File: src/rtl/snake_engine_grid.sv
// Grid snake game core: body shift register, growth, collisions, apple relocation, score,
// plus a registered per-cell query port for the renderer. Optional macro: WRAP_EN (toroidal grid).
module snake_engine_grid #(
  parameter int GRID_W   = 64,
  parameter int GRID_H   = 48,
  parameter int XW       = 6,
  parameter int YW       = 6,
  parameter int MAX_LEN  = 32,
  parameter int LW       = 6,
  parameter int SCORE_W  = 8,
  parameter int START_X  = 32,
  parameter int START_Y  = 24,
  parameter int APPLE_FX = 40,
  parameter int APPLE_FY = 30
) (
  input  logic               clk,
  input  logic               rst_game,
  input  logic               start,
  input  logic               tick,
  input  logic [4:0]         direction,
  input  logic [XW-1:0]      rnd_x,
  input  logic [YW-1:0]      rnd_y,
  input  logic [XW-1:0]      q_x,
  input  logic [YW-1:0]      q_y,
  output logic [1:0]         q_type,
  output logic               q_head,
  output logic               game_over,
  output logic               ate,
  output logic [SCORE_W-1:0] score,
  output logic [LW-1:0]      length
);

  typedef enum logic [1:0] {S_IDLE = 2'd0, S_RUN = 2'd1, S_OVER = 2'd2} state_e;

  // Heading codes chosen so that XOR with 2'd2 yields the opposite direction.
  localparam logic [1:0] D_UP = 2'd0, D_LEFT = 2'd1, D_DOWN = 2'd2, D_RIGHT = 2'd3;

  state_e             state_q;
  logic [1:0]         dir_q, dir_d, dir_req;
  logic               dir_ok;
  logic [XW-1:0]      seg_x_q [MAX_LEN];
  logic [YW-1:0]      seg_y_q [MAX_LEN];
  logic [LW-1:0]      len_q, len_lim;
  logic [SCORE_W-1:0] score_q;
  logic [XW-1:0]      apple_x_q, nx;
  logic [YW-1:0]      apple_y_q, ny;
  logic               over_q, ate_q, qh_q;
  logic [1:0]         qt_q, qt_d;
  logic               hit_wall, hit_self, eat, grow, rnd_bad;
  logic               q_snake, q_apple, q_border;

  function automatic logic in_grid(input logic [XW-1:0] x, input logic [YW-1:0] y);
    return (int'(x) < GRID_W) && (int'(y) < GRID_H);
  endfunction

  function automatic logic on_border(input logic [XW-1:0] x, input logic [YW-1:0] y);
    return (int'(x) == 0) || (int'(x) == GRID_W - 1) || (int'(y) == 0) || (int'(y) == GRID_H - 1);
  endfunction

  always_comb begin
    dir_req = dir_q;
    dir_ok  = 1'b1;
    case (direction)
      5'b00010: dir_req = D_UP;
      5'b00100: dir_req = D_LEFT;
      5'b01000: dir_req = D_DOWN;
      5'b10000: dir_req = D_RIGHT;
      default:  dir_ok  = 1'b0;
    endcase
    if (dir_ok && !((len_q > LW'(1)) && (dir_req == (dir_q ^ 2'd2)))) dir_d = dir_req;
    else dir_d = dir_q;
  end

  always_comb begin
    nx = seg_x_q[0];
    ny = seg_y_q[0];
`ifdef WRAP_EN
    case (dir_q)
      D_UP:    ny = (int'(seg_y_q[0]) == 0) ? YW'(GRID_H - 1) : seg_y_q[0] - YW'(1);
      D_LEFT:  nx = (int'(seg_x_q[0]) == 0) ? XW'(GRID_W - 1) : seg_x_q[0] - XW'(1);
      D_DOWN:  ny = (int'(seg_y_q[0]) == GRID_H - 1) ? YW'(0) : seg_y_q[0] + YW'(1);
      default: nx = (int'(seg_x_q[0]) == GRID_W - 1) ? XW'(0) : seg_x_q[0] + XW'(1);
    endcase
    hit_wall = 1'b0;
`else
    case (dir_q)
      D_UP:    ny = seg_y_q[0] - YW'(1);
      D_LEFT:  nx = seg_x_q[0] - XW'(1);
      D_DOWN:  ny = seg_y_q[0] + YW'(1);
      default: nx = seg_x_q[0] + XW'(1);
    endcase
    hit_wall = on_border(nx, ny) || !in_grid(nx, ny);
`endif
    eat  = (nx == apple_x_q) && (ny == apple_y_q);
    grow = eat && (len_q < LW'(MAX_LEN));
    // The tail cell vacates on a plain move, so it only blocks when the body grows.
    len_lim  = grow ? len_q : len_q - LW'(1);
    hit_self = 1'b0;
    for (int i = 0; i < MAX_LEN; i++) begin
      hit_self = hit_self | ((LW'(i) < len_lim) && (seg_x_q[i] == nx) && (seg_y_q[i] == ny));
    end
`ifdef WRAP_EN
    rnd_bad = !in_grid(rnd_x, rnd_y) || ((rnd_x == nx) && (rnd_y == ny));
`else
    rnd_bad = !in_grid(rnd_x, rnd_y) || on_border(rnd_x, rnd_y) || ((rnd_x == nx) && (rnd_y == ny));
`endif
  end

  always_comb begin
    q_snake = 1'b0;
    for (int i = 0; i < MAX_LEN; i++) begin
      q_snake = q_snake | ((LW'(i) < len_q) && (seg_x_q[i] == q_x) && (seg_y_q[i] == q_y));
    end
    q_apple = (apple_x_q == q_x) && (apple_y_q == q_y);
`ifdef WRAP_EN
    q_border = 1'b0;
`else
    q_border = in_grid(q_x, q_y) && on_border(q_x, q_y);
`endif
    if (q_snake) qt_d = 2'd3;
    else if (q_apple) qt_d = 2'd2;
    else if (q_border) qt_d = 2'd1;
    else qt_d = 2'd0;
  end

  // Game FSM with body, apple, score and status registers.
  always_ff @(posedge clk or negedge rst_game) begin
    if (!rst_game) begin
      state_q <= S_IDLE;
      dir_q   <= D_RIGHT;
      for (int i = 0; i < MAX_LEN; i++) begin
        seg_x_q[i] <= XW'(START_X);
        seg_y_q[i] <= YW'(START_Y);
      end
      len_q     <= LW'(1);
      score_q   <= '0;
      apple_x_q <= XW'(APPLE_FX);
      apple_y_q <= YW'(APPLE_FY);
      over_q    <= 1'b0;
      ate_q     <= 1'b0;
    end else begin
      dir_q <= dir_d;
      ate_q <= 1'b0;
      if (!start) begin
        state_q    <= S_IDLE;
        seg_x_q[0] <= XW'(START_X);
        seg_y_q[0] <= YW'(START_Y);
        len_q      <= LW'(1);
        score_q    <= '0;
        over_q     <= 1'b0;
      end else begin
        case (state_q)
          S_IDLE: state_q <= S_RUN;
          S_RUN: begin
            if (tick) begin
              if (hit_wall || hit_self) begin
                over_q  <= 1'b1;
                state_q <= S_OVER;
              end else begin
                for (int i = 1; i < MAX_LEN; i++) begin
                  seg_x_q[i] <= seg_x_q[i-1];
                  seg_y_q[i] <= seg_y_q[i-1];
                end
                seg_x_q[0] <= nx;
                seg_y_q[0] <= ny;
                if (eat) begin
                  if (grow) len_q <= len_q + LW'(1);
                  score_q   <= score_q + SCORE_W'(1);
                  ate_q     <= 1'b1;
                  apple_x_q <= rnd_bad ? XW'(APPLE_FX) : rnd_x;
                  apple_y_q <= rnd_bad ? YW'(APPLE_FY) : rnd_y;
                end
              end
            end
          end
          S_OVER:  state_q <= S_OVER;
          default: state_q <= S_IDLE;
        endcase
      end
    end
  end

  // Per-cell query answer for the renderer, one cycle behind q_x/q_y.
  always_ff @(posedge clk or negedge rst_game) begin
    if (!rst_game) begin
      qt_q <= 2'd0;
      qh_q <= 1'b0;
    end else begin
      qt_q <= qt_d;
      qh_q <= (seg_x_q[0] == q_x) && (seg_y_q[0] == q_y);
    end
  end

  assign q_type    = qt_q;
  assign q_head    = qh_q;
  assign game_over = over_q;
  assign ate       = ate_q;
  assign score     = score_q;
  assign length    = len_q;

endmodule

File: config.mk
export PLATFORM = sky130hd
export DESIGN_NAME = snake_engine_grid
export DESIGN_NICKNAME = d
export VERILOG_FILES = /design/src/rtl/snake_engine_grid.sv
export SDC_FILE = /design/constraint.sdc
export NUM_CORES = 1
export LEC_CHECK = 0
export CAP_MARGIN = 20
export CORE_ASPECT_RATIO = 0.7
export CORE_MARGIN = 8
export CORE_UTILIZATION = 30
export DETAILED_ROUTE_END_ITERATION = 8
export SYNTH_ARGS = -nofsm -noshare
export SYNTH_HDL_FRONTEND = slang
export SYNTH_SLANG_ARGS = --single-unit
export TNS_END_PERCENT = 30
File: constraint.sdc
create_clock -name clk -period 5.98 [get_ports clk]
set_input_delay 1.196 -clock clk [delete_from_list [all_inputs] [get_ports clk]]
set_output_delay 1.196 -clock clk [all_outputs]
set_load 0.02 [all_outputs]
==> Word-level counts from Yosys, hierarchy flattened <==
Cells that the tools add are included.
{ "word_totals": {"reg_bits": 419, "latch_bits": 0, "ramBits": 0, "rom_bits": 0, "elab_cells": 582, "n_memories": 0} }
{ "classes": {"n_addsub": 7, "n_mul": 0, "div_mod_pow": 0, "magnitude_cmp": 69, "eq_ne": 157, "n_shift": 0, "muxes": 42, "n_bitwise": 64, "n_reduce_logical": 169} }
{ "ops": {"columns": ["cell", "n"], "rows": [
  ["192-bit 2-to-1 mux", 6],
  ["6-bit equality test", 134],
  ["5-bit by 6-bit less-than comparator with 1-bit output, first input constant", 32],
  ["1-bit logical AND", 136],
  ["4-bit by 6-bit less-than comparator with 1-bit output, first input constant", 16],
  ["6-bit 2-to-1 mux", 11],
  ["1-bit bitwise OR", 62],
  ["3-bit by 6-bit less-than comparator with 1-bit output, first input constant", 8],
  ["8-bit 2-to-1 mux", 5],
  ["6-bit zero test", 6],
  ["1-bit by 6-bit less-than comparator with 1-bit output, first input constant", 4],
  ["2-bit by 6-bit less-than comparator with 1-bit output, first input constant", 4],
  ["6-bit less-than comparator, second input constant", 4],
  ["6-bit case mux with 2 select lines", 2],
  ["6-bit by 1-bit adder with 6-bit output, second input constant", 3],
  ["6-bit by 1-bit equality test with 1-bit output, second input constant", 3],
  ["6-bit equality test, second input constant", 3],
  ["6-bit by 1-bit subtractor with 6-bit output, second input constant", 3],
  ["1-bit logical OR", 13],
  ["1-bit 2-to-1 mux", 11],
  ["2-bit 2-to-1 mux", 5],
  ["2-bit by 1-bit != test with 1-bit output, second input constant", 5],
  ["5-bit AND reduction", 2],
  ["8-bit by 1-bit adder with 8-bit output, second input constant", 1],
  ["other kinds (20)", 29]
]} }

==> Logic depth before layout (Yosys ltp) <==
{ "logic_depth": {"depth_word": 46, "mapped_depth": 27, "depth_no_buf": 18} }

==> Least setup slack after synthesis <==
Ideal clock, no wire load.
{ "synth_path": {"path_kind": "reg2reg", "start": "reg seg_y_q[186] in the netlist's numbering", "end": "reg seg_x_q[0] in the netlist's numbering", "setup_time_ns": 0.125, "arrival_time_ns": 5.985, "required_ns": 5.855, "path_slack_ns": -0.130, "path_stages_with_launch": 25, "path_buffers": 9, "period_less_slack_ns": 6.110, "cell_sequence": "dfrtp_1 -> buf_2 -> buf_2 -> buf_1 -> buf_1 -> inv_1 -> fa_1 -> buf_1 -> buf_1 -> xnor2_1 -> o41ai_1 -> o21ai_0 -> a211oi_1 -> nand3_1 -> nor4_1 -> nor2_1 -> a31oi_1 -> and4b_1 -> and3_1 -> nand4_1 -> or2_1 -> buf_4 -> buf_6 -> buf_6 -> mux2_4"} }
{ "synth_via": {"elab_chain_len": 43, "word_cells_on_any_way": 176} }
{ "synth_lines": {"columns": ["item", "line", "source"], "rows": [
  ["start: declaration", "42", "logic [YW-1:0] seg_y_q [MAX_LEN];"],
  ["start signal: indexed assignment", "133", "seg_y_q[i] <= YW'(START_Y);"],
  ["start signal: indexed assignment", "162", "seg_y_q[i] <= seg_y_q[i-1];"],
  ["6-bit by 1-bit adder with 6-bit output / 6-bit by 1-bit subtractor with 6-bit output (equally long branches)", "89, 87", null],
  ["6-bit case mux with 2 select lines", "86", "case (dir_q)"],
  ["6-bit equality test", "94", "eat = (nx == apple_x_q) && (ny == apple_y_q);"],
  ["1-bit logical AND", "94", null],
  ["1-bit logical AND", "95", "grow = eat && (len_q < LW'(MAX_LEN));"],
  ["6-bit 2-to-1 mux", "97", "len_lim = grow ? len_q : len_q - LW'(1);"],
  ["1-bit by 6-bit less-than comparator with 1-bit output", "100", "hit_self = hit_self | ((LW'(i) < len_lim) && (seg_x_q[i] == nx) && (seg_y_q[i] == ny));"],
  ["1-bit logical AND (2 in a row)", "100", null],
  ["1-bit bitwise OR (31 in a row)", "100", null],
  ["1-bit logical OR *", "156", "if (hit_wall || hit_self) begin"],
  ["1-bit inverter (no source line) *", null, null],
  ["4-bit AND reduction (no source line) *", null, null],
  ["end signal: indexed assignment", "132", "seg_x_q[i] <= XW'(START_X);"],
  ["end signal: indexed assignment", "161", "seg_x_q[i] <= seg_x_q[i-1];"],
  ["end: declaration", "41", "logic [XW-1:0] seg_x_q [MAX_LEN];"]
]} }
Every way passes the cells marked *; elsewhere a longest branch is shown, timed or not.
A chain may end at the register's enable or synchronous reset.

==> Final worst setup path <==
{ "layout_path": {"start": "reg dir_q[1]", "end": "reg seg_y_q[176] in the netlist's numbering"} }
{ "layout_via": {"elab_chain_len": 44, "word_cells_on_any_way": 215} }
{ "layout_lines": {"columns": ["item", "line", "source"], "rows": [
  ["start: declaration", "39", "logic [1:0] dir_q, dir_d, dir_req;"],
  ["start signal: assignment", "142", "dir_q <= dir_d;"],
  ["2-bit equality test / 2-bit zero test (equally long branches)", "86", null],
  ["2-bit OR reduction (no source line)", null, null],
  ["6-bit case mux with 2 select lines", "86", null],
  ["6-bit equality test", "94", null],
  ["1-bit logical AND", "94", null],
  ["1-bit logical AND", "95", null],
  ["6-bit 2-to-1 mux", "97", null],
  ["1-bit by 6-bit less-than comparator with 1-bit output", "100", null],
  ["1-bit logical AND (2 in a row)", "100", null],
  ["1-bit bitwise OR (31 in a row)", "100", null],
  ["1-bit logical OR *", "156", null],
  ["1-bit inverter (no source line) *", null, null],
  ["4-bit AND reduction (no source line) *", null, null]
]} }
Marked as above.

==> out/results.txt <==
Crit Path Max Fanout -> 25
I/O Buffers -> 51
Synth cell count leaders -> xnor2_1, xor2_1, dfrtp_1, mux2_4, nand4_1
Via density -> 5.62
Final period utilization -> 0.981
Worst-path clk slew -> 0.06 ns
Num CTS Buffers -> 44
EDFF count, synth -> 0
Sequential area share after synthesis -> 0.349
Remaining global-route overflow -> 0
Die W -> 397 um
Root Driver -> clkbuf_16
Number of distinct library cells after synthesis -> 96
Status -> completed
# fillers -> 9941
CTS Buffer Depth -> 3
Drt first pass iters -> 5
Critical path launch point -> dir_q[1]$_DFFE_PN1P_
Largest cells by area after synthesis -> dfrtp_1, mux2_4, xnor2_1
Fin. Hold Viols -> 0
Placed Cells -> 4207
Clock sinks -> 419
Hold/Removal Path Class -> reg -> reg
Die ar. -> 112000 um^2
Final setup vio count -> 0
Skew final -> 0.0334 ns
Mean Syn Cell Area -> 10.9 um^2
Total number of vias -> 24100
Crit-path cells -> nand2_1 -> ha_1 -> or3b_1 -> or3_1 -> and4_1 -> a211oi_2 -> nand4b_1 -> nor4_2 -> a21oi_1 -> o311ai_0 -> a21oi_1 -> a221oi_2 -> nand4_1 -> or2_4 -> buf_12 -> buf_12 -> mux2_4
First-pass GRT wire length -> 174000 um
Area growth syn-to-layout -> 15.4%
Vias in the first global route -> 22900
CTS tree -> done
Max-Cap Viols -> 0
Routed len/inst -> 28.2 um
Final setup margin -> 0.114 ns
Fin util -> 0.350
Pleak -> 15.2 nW
Cell family with most CP delay -> simple AND/OR/NAND/NOR gates
# rows -> 97
Antenna Nets Post-Route -> 0
VDD IR max -> 197 uV
Largest net degree at the start of global routing -> 122
Top-area cell type share of the netlist area -> 0.258
PwrDens -> 280 nW/um^2
Hold_sp -> dir_q[1]$_DFFE_PN1P_
Gate Count Post-Synth -> 2797
Top FF cell, synth -> dfrtp_1
CP Data Required Time -> 6.46 ns
Crit end category -> flip-flop
H-tree Lvls -> 2
Layout cells sized above 1 -> 0.278
Worst EP arrival -> 6.35 ns
Register area -> 10600 um^2
RSZ-0062 raised after global routing -> false
Critical path's largest stage delay -> 0.57 ns
# IOs -> 52
Reg-to-Reg Start -> dir_q[1]$_DFFE_PN1P_
CP bufs+invs -> 2
Initial antenna violation count -> 3
R2R Setup Slk -> 0.11 ns
Synthesized cell area -> 30400 um^2
Skew-Pair Late Insertion Delay -> 0.62 ns
Worst-Margin Slew -> 1.28 ns
GPL Wtd Cong -> 1.02
Setup Crit Path Kind -> reg -> reg
Final net count -> 2965
Syn Nets -> 2843
Setup TNS -> 0 ns
Area of the multi-input gates -> 18800 um^2
Gr usage total -> 0.209
Most frequent cell after synthesis -> xnor2_1
Pre-CTS setup slack -> -0.334 ns
Final WL -> 121000 um
Non-Filler Instances -> 4293
Starting density of the core -> 0.303
Yosys reg bits -> 419
Cell taking the most area after synthesis -> dfrtp_1
Maximum clock rate -> 170 MHz
Core area -> 100000 um^2
YS warnings -> 0
Pins Over Slew Limit -> 0
Async SR Flop Fraction -> 1.00
Rel. slew slack -> 0.140
CP max-delay cell -> dfstp_2
Fin crit period -> 5.87 ns
Initial DRC Count -> 2989
Startpoint types -> flip-flop
Die height -> 283 um
Worst hold slack -> 0.531 ns
DRC -> 0
HPWL after DPL -> 88300 um
[placed cells by master (no fill, tap or decap), drive strengths merged, types with 16 or more instances in the layout]
master,count
nand2,69
buf,234
or4,26
o21ai,97
xnor2,512
dfstp,105
nor4,98
or3,26
clkdlybuf4s50,38
nor2,63
mux2,360
inv,36
nand3,71
a21oi,67
nor3,36
clkbuf,63
o2111ai,16
xor2,323
dfrtp,314
clkinv,17
nand4,116
a31oi,16
[state kept, by name, summed over array words and instances, names as in the netlist]
signal     cells
apple_y_q      6
game_over      1
seg_x_q      192
q_type         2
ate            1
apple_x_q      6
q_head         1
state_q        2
seg_y_q      192
dir_q          2
length         6
score          8
[worst paths after layout]
check / endpoint / depth (start not counted)
setup reg to reg: seg_y_q[176]$_DFFE_PN0P_ / 17
max in group asynchronous: seg_y_q[54]$_DFFE_PN0P_ / 2
setup / recovery: seg_y_q[176]$_DFFE_PN0P_ / 17
min in group asynchronous: seg_y_q[180]$_DFFE_PN0P_ / 1
hold reg to reg: dir_q[1]$_DFFE_PN1P_ / 2
hold / removal: dir_q[1]$_DFFE_PN1P_ / 2
[metrics by stage]
step	area, um^2	total power, mW
final	35100	9.83
after global routing	35100	10.1
after CTS	35100	9.76
after detailed placement	33600	6.84
after global placement	33600	6.81
after floorplan	30400	5.47
[area by class of cell]
class,count,share of cell area
clock inverter,19,0.00538
antenna,2,0.000142
multi-input combinational,2145,0.534
inverter,37,0.00395
tap,1336,0.0476
sequential,419,0.302
timing repair buffer,272,0.0705
clock buffer,63,0.0362
[logic make-up after synthesis]
group	after synthesis	synth area share
flip-flops	419	0.349
AND/OR/NAND/NOR	583	0.109
XOR/XNOR	844	0.248
buffers and inverters	233	0.0398
AO/OA/AOI/OAI	334	0.0752
adder cells (fa/ha/maj)	13	0.00559
multiplexers	371	0.174
[worst min-delay path, stage by stage (launching register included)]
cell     delay, ns
dfstp_2       0.39
o21ai_0       0.06
o21ai_0       0.07
[report_power, final]
part | switching, mW | internal [mW]
Combinational | 2.18 | 1.52
Clock | 1.29 | 1.62
Sequential | 0.221 | 3.00
Total | 3.69 | 6.14
[repair_timing]
action,CTS,global route
setup endpoints to repair,403,362
pin swaps,0,2
hold buffers,0,0
setup buffers,0,1
hold endpoints to repair,0,0
gates resized for setup,4,13
[layer usage]
| layer | up-vias | track usage | part of all wire |
|---|---|---|---|
| li1 | 10200 | - | - |
| met1 | 12300 | 0.329 | 0.48 |
| met2 | 1415 | 0.259 | 0.36 |
| met3 | 194 | 0.0728 | 0.13 |
| met4 | 2 | 0.0566 | 0.026 |
| met5 | - | 0 | 0.00014 |
(Power assumes the default switching activity.)
==> edit: new RTL, same settings <==
Change the parameter `APPLE_FY` from 30 to 15.
--- a/src/rtl/snake_engine_grid.sv
+++ b/src/rtl/snake_engine_grid.sv
@@ -12,5 +12,5 @@
   parameter int START_Y  = 24,
   parameter int APPLE_FX = 40,
-  parameter int APPLE_FY = 30
+  parameter int APPLE_FY = 15
 ) (
   input  logic               clk,
Function: not settled (the Yosys comparison gave no result); the edit may change what the design does.
==> edit against the original RTL <==
  * Worst setup slack gained 0.0035 ns
  * Synthesized cell count is the same
  * Sequential cell count is the same
  * Cell count shrank 0.70%
  * Combinational power shrank 2%
  * Area after synthesis is essentially flat
  * Cell area shrank 0.30%
  * Largest power group unchanged
  * Die area is essentially flat
  * Routed wire length shrank 1.5%
  * Power grew 0.57%
  * Largest cell class unchanged
  * Clock power grew 4%
  * Via count shrank 0.51%
==> edit: results (changes against the original RTL) <==
- Status: completed
- Largest net degree at the start of global routing: 136 (+11%)
- Layout cells sized above 1: 0.271 (-0.00663)
- IO Port Bufs: 51 (unchanged)
- Vias/cell: 5.63 (+0.19%)
- Vias in the first global route: 22,900 (-0.14%)
- CTS root buffer: clkbuf_16
- Worst-path clk slew: 0.06 ns (about the same)
- Final wirelength: 119,000 um (-1.5%)
- Peak supply drop: 197 uV (about the same)
- DRT iter0 DRCs: 3,241 (+8.4%)
- Post-DP HPWL: 85,100 um (-3.7%)
- Post-CTS Setup Repair Bufs: 0 (unchanged)
- Syn Nets: 2,843 (unchanged)
- HP Start: dir_q[1]
- H-tree depth: 2 (unchanged)
- GRT Util Overall: 0.207 (-0.00255)
- TritonCTS Buffers: 45 (+2.3%)
- Synth warn: 0 (unchanged)
- Worst Clk Skew: 0.0214 ns (-0.0120 ns)
- Synth Flop Type: dfrtp_1
- Hold Fails Final Rpt: 0 (unchanged)
- Hold WC Path Type: register to register
- Initial antenna violation count: 6 (+3)
- Clk_lat worst skew: 0.61 ns
- Crit path max fanout: 19 (-24%)
- Psw: 0.00368 W (-0.43%)
- Slew @ Worst Pin: 1.09 ns (-0.187 ns)
- Arrival time worst endpoint: 6.35 ns (about the same)
- Critical path origin: dir_q[0]
- Sequential fraction of the synthesis area: 0.349 (about the same)
- First-pass DRT Iterations: 6 (+1)
- Placer Congestion: 0.981 (-3.4%)
- First-pass GRT wire length: 172,000 um (-1.1%)
- Maximum clock insertion buffer count: 3 (unchanged)
- Synth area leaders: dfrtp_1, mux2_4, xnor2_1
- NumNets Final: 2,933 (-1.1%)
- Post-synthesis cell type count: 96 (unchanged)
- FFs w/ async S/R, synth: 1.00 (unchanged)
- Pleak: 15.1 nW (-0.76%)
- Top cells by count, synth: xnor2_1, xor2_1, dfrtp_1
- Maxcap violations: 0 (unchanged)
- Fillers: 9,919 (-0.22%)
-- edit: changes by cell type in the layout (fill, tap and decap cells not counted), sizes merged --
| cell | change |
|---|---|
| clkbuf | +6 |
| clkinv | -6 |
| clkinvlp | +2 |
| buf | -33 |
| diode | +1 |
-- edit: cell families (layout without fill, tap and decap cells) --
group           after synthesis  count (layout)  share of synthesized area
xor+xnor                    844             844                      0.248
simple gates                583             583                      0.109
flops                       419             419                      0.349
mux                         371             371                      0.174
compound gates              334             334                     0.0752
buf+inv                     233             360                     0.0399
fa+ha+maj                    13              13                    0.00559
other cells                   0               3                          0
-- edit: layout make-up --
class / instances / area, um^2 / area share
inverter: 37 / 139 / 0.00396
clock buffer: 69 / 1380 / 0.0394
multi-input combinational: 2145 / 18700 / 0.535
antenna: 3 / 7.51 / 0.000214
sequential: 419 / 10600 / 0.303
clock inverter: 15 / 163 / 0.00464
timing repair buffer: 239 / 2310 / 0.0659
tap: 1336 / 1670 / 0.0477
-- edit: path summary, 6_finish.rpt --
check,cells past startpoint,slack (ns),end
max in group asynchronous,2,3.97,seg_x_q[33]
max,20,0.12,seg_x_q[129]
min reg2reg,2,0.53,dir_q[1]
max reg2reg,20,0.12,seg_x_q[129]
min in group asynchronous,1,0.61,seg_y_q[176]
min,2,0.53,dir_q[1]
-- edit: what timing repair did --
item | CTS | global route
hold endpoints to repair | 0 | 0
resized for setup | 2 | 13
setup endpoints to repair | 252 | 386
-- edit: worst max-delay path, stage by stage, from the launching register on --
cell and delay [ns]:
dfstp_4 0.64, inv_1 0.06, nand2_2 0.16, inv_1 0.08, fa_2 0.57, buf_4 0.24
xnor2_1 0.09, or4_1 0.42, a2111oi_1 0.71, nand4_1 0.25, nor4_1 0.41, buf_4 0.25
a31oi_1 0.12, a31oi_1 0.22, and4b_1 0.21, and3_1 0.18, nand4_1 0.14, or2_4 0.20
buf_12 0.21, buf_12 0.23, mux2_4 0.32
-- edit: layer usage --
metal,routed length (um),global-route usage
met5,13,0
met4,3240,0.0486
met3,15600,0.0707
met1,56800,0.323
met2,43600,0.263
-- edit: power by group through the flow --
stage / combinational (W) / sequential, W / clock [W]
after floorplan: 0.00230 / 0.00316 / 0
after global placement: 0.00349 / 0.00327 / 0
after detailed placement: 0.00351 / 0.00327 / 0
after CTS: 0.00353 / 0.00322 / 0.00306
after global routing: 0.00381 / 0.00324 / 0.00318
final: 0.00363 / 0.00324 / 0.00302
-- edit: stage by stage --
step / setup slack (ns) / cells / cell area [um^2] / setup TNS (ns)
final: 0.117 / 4263 / 35000 / 0
after global routing: -0.0122 / 4260 / 35000 / -0.0695
after CTS: 0.000945 / 4259 / 34900 / 0
after detailed placement: -0.0389 / 4175 / 33400 / -2.07
after global placement: -0.518 / 4174 / 33400 / -174.90
after floorplan: 0.0541 / 2797 / 30400 / 0
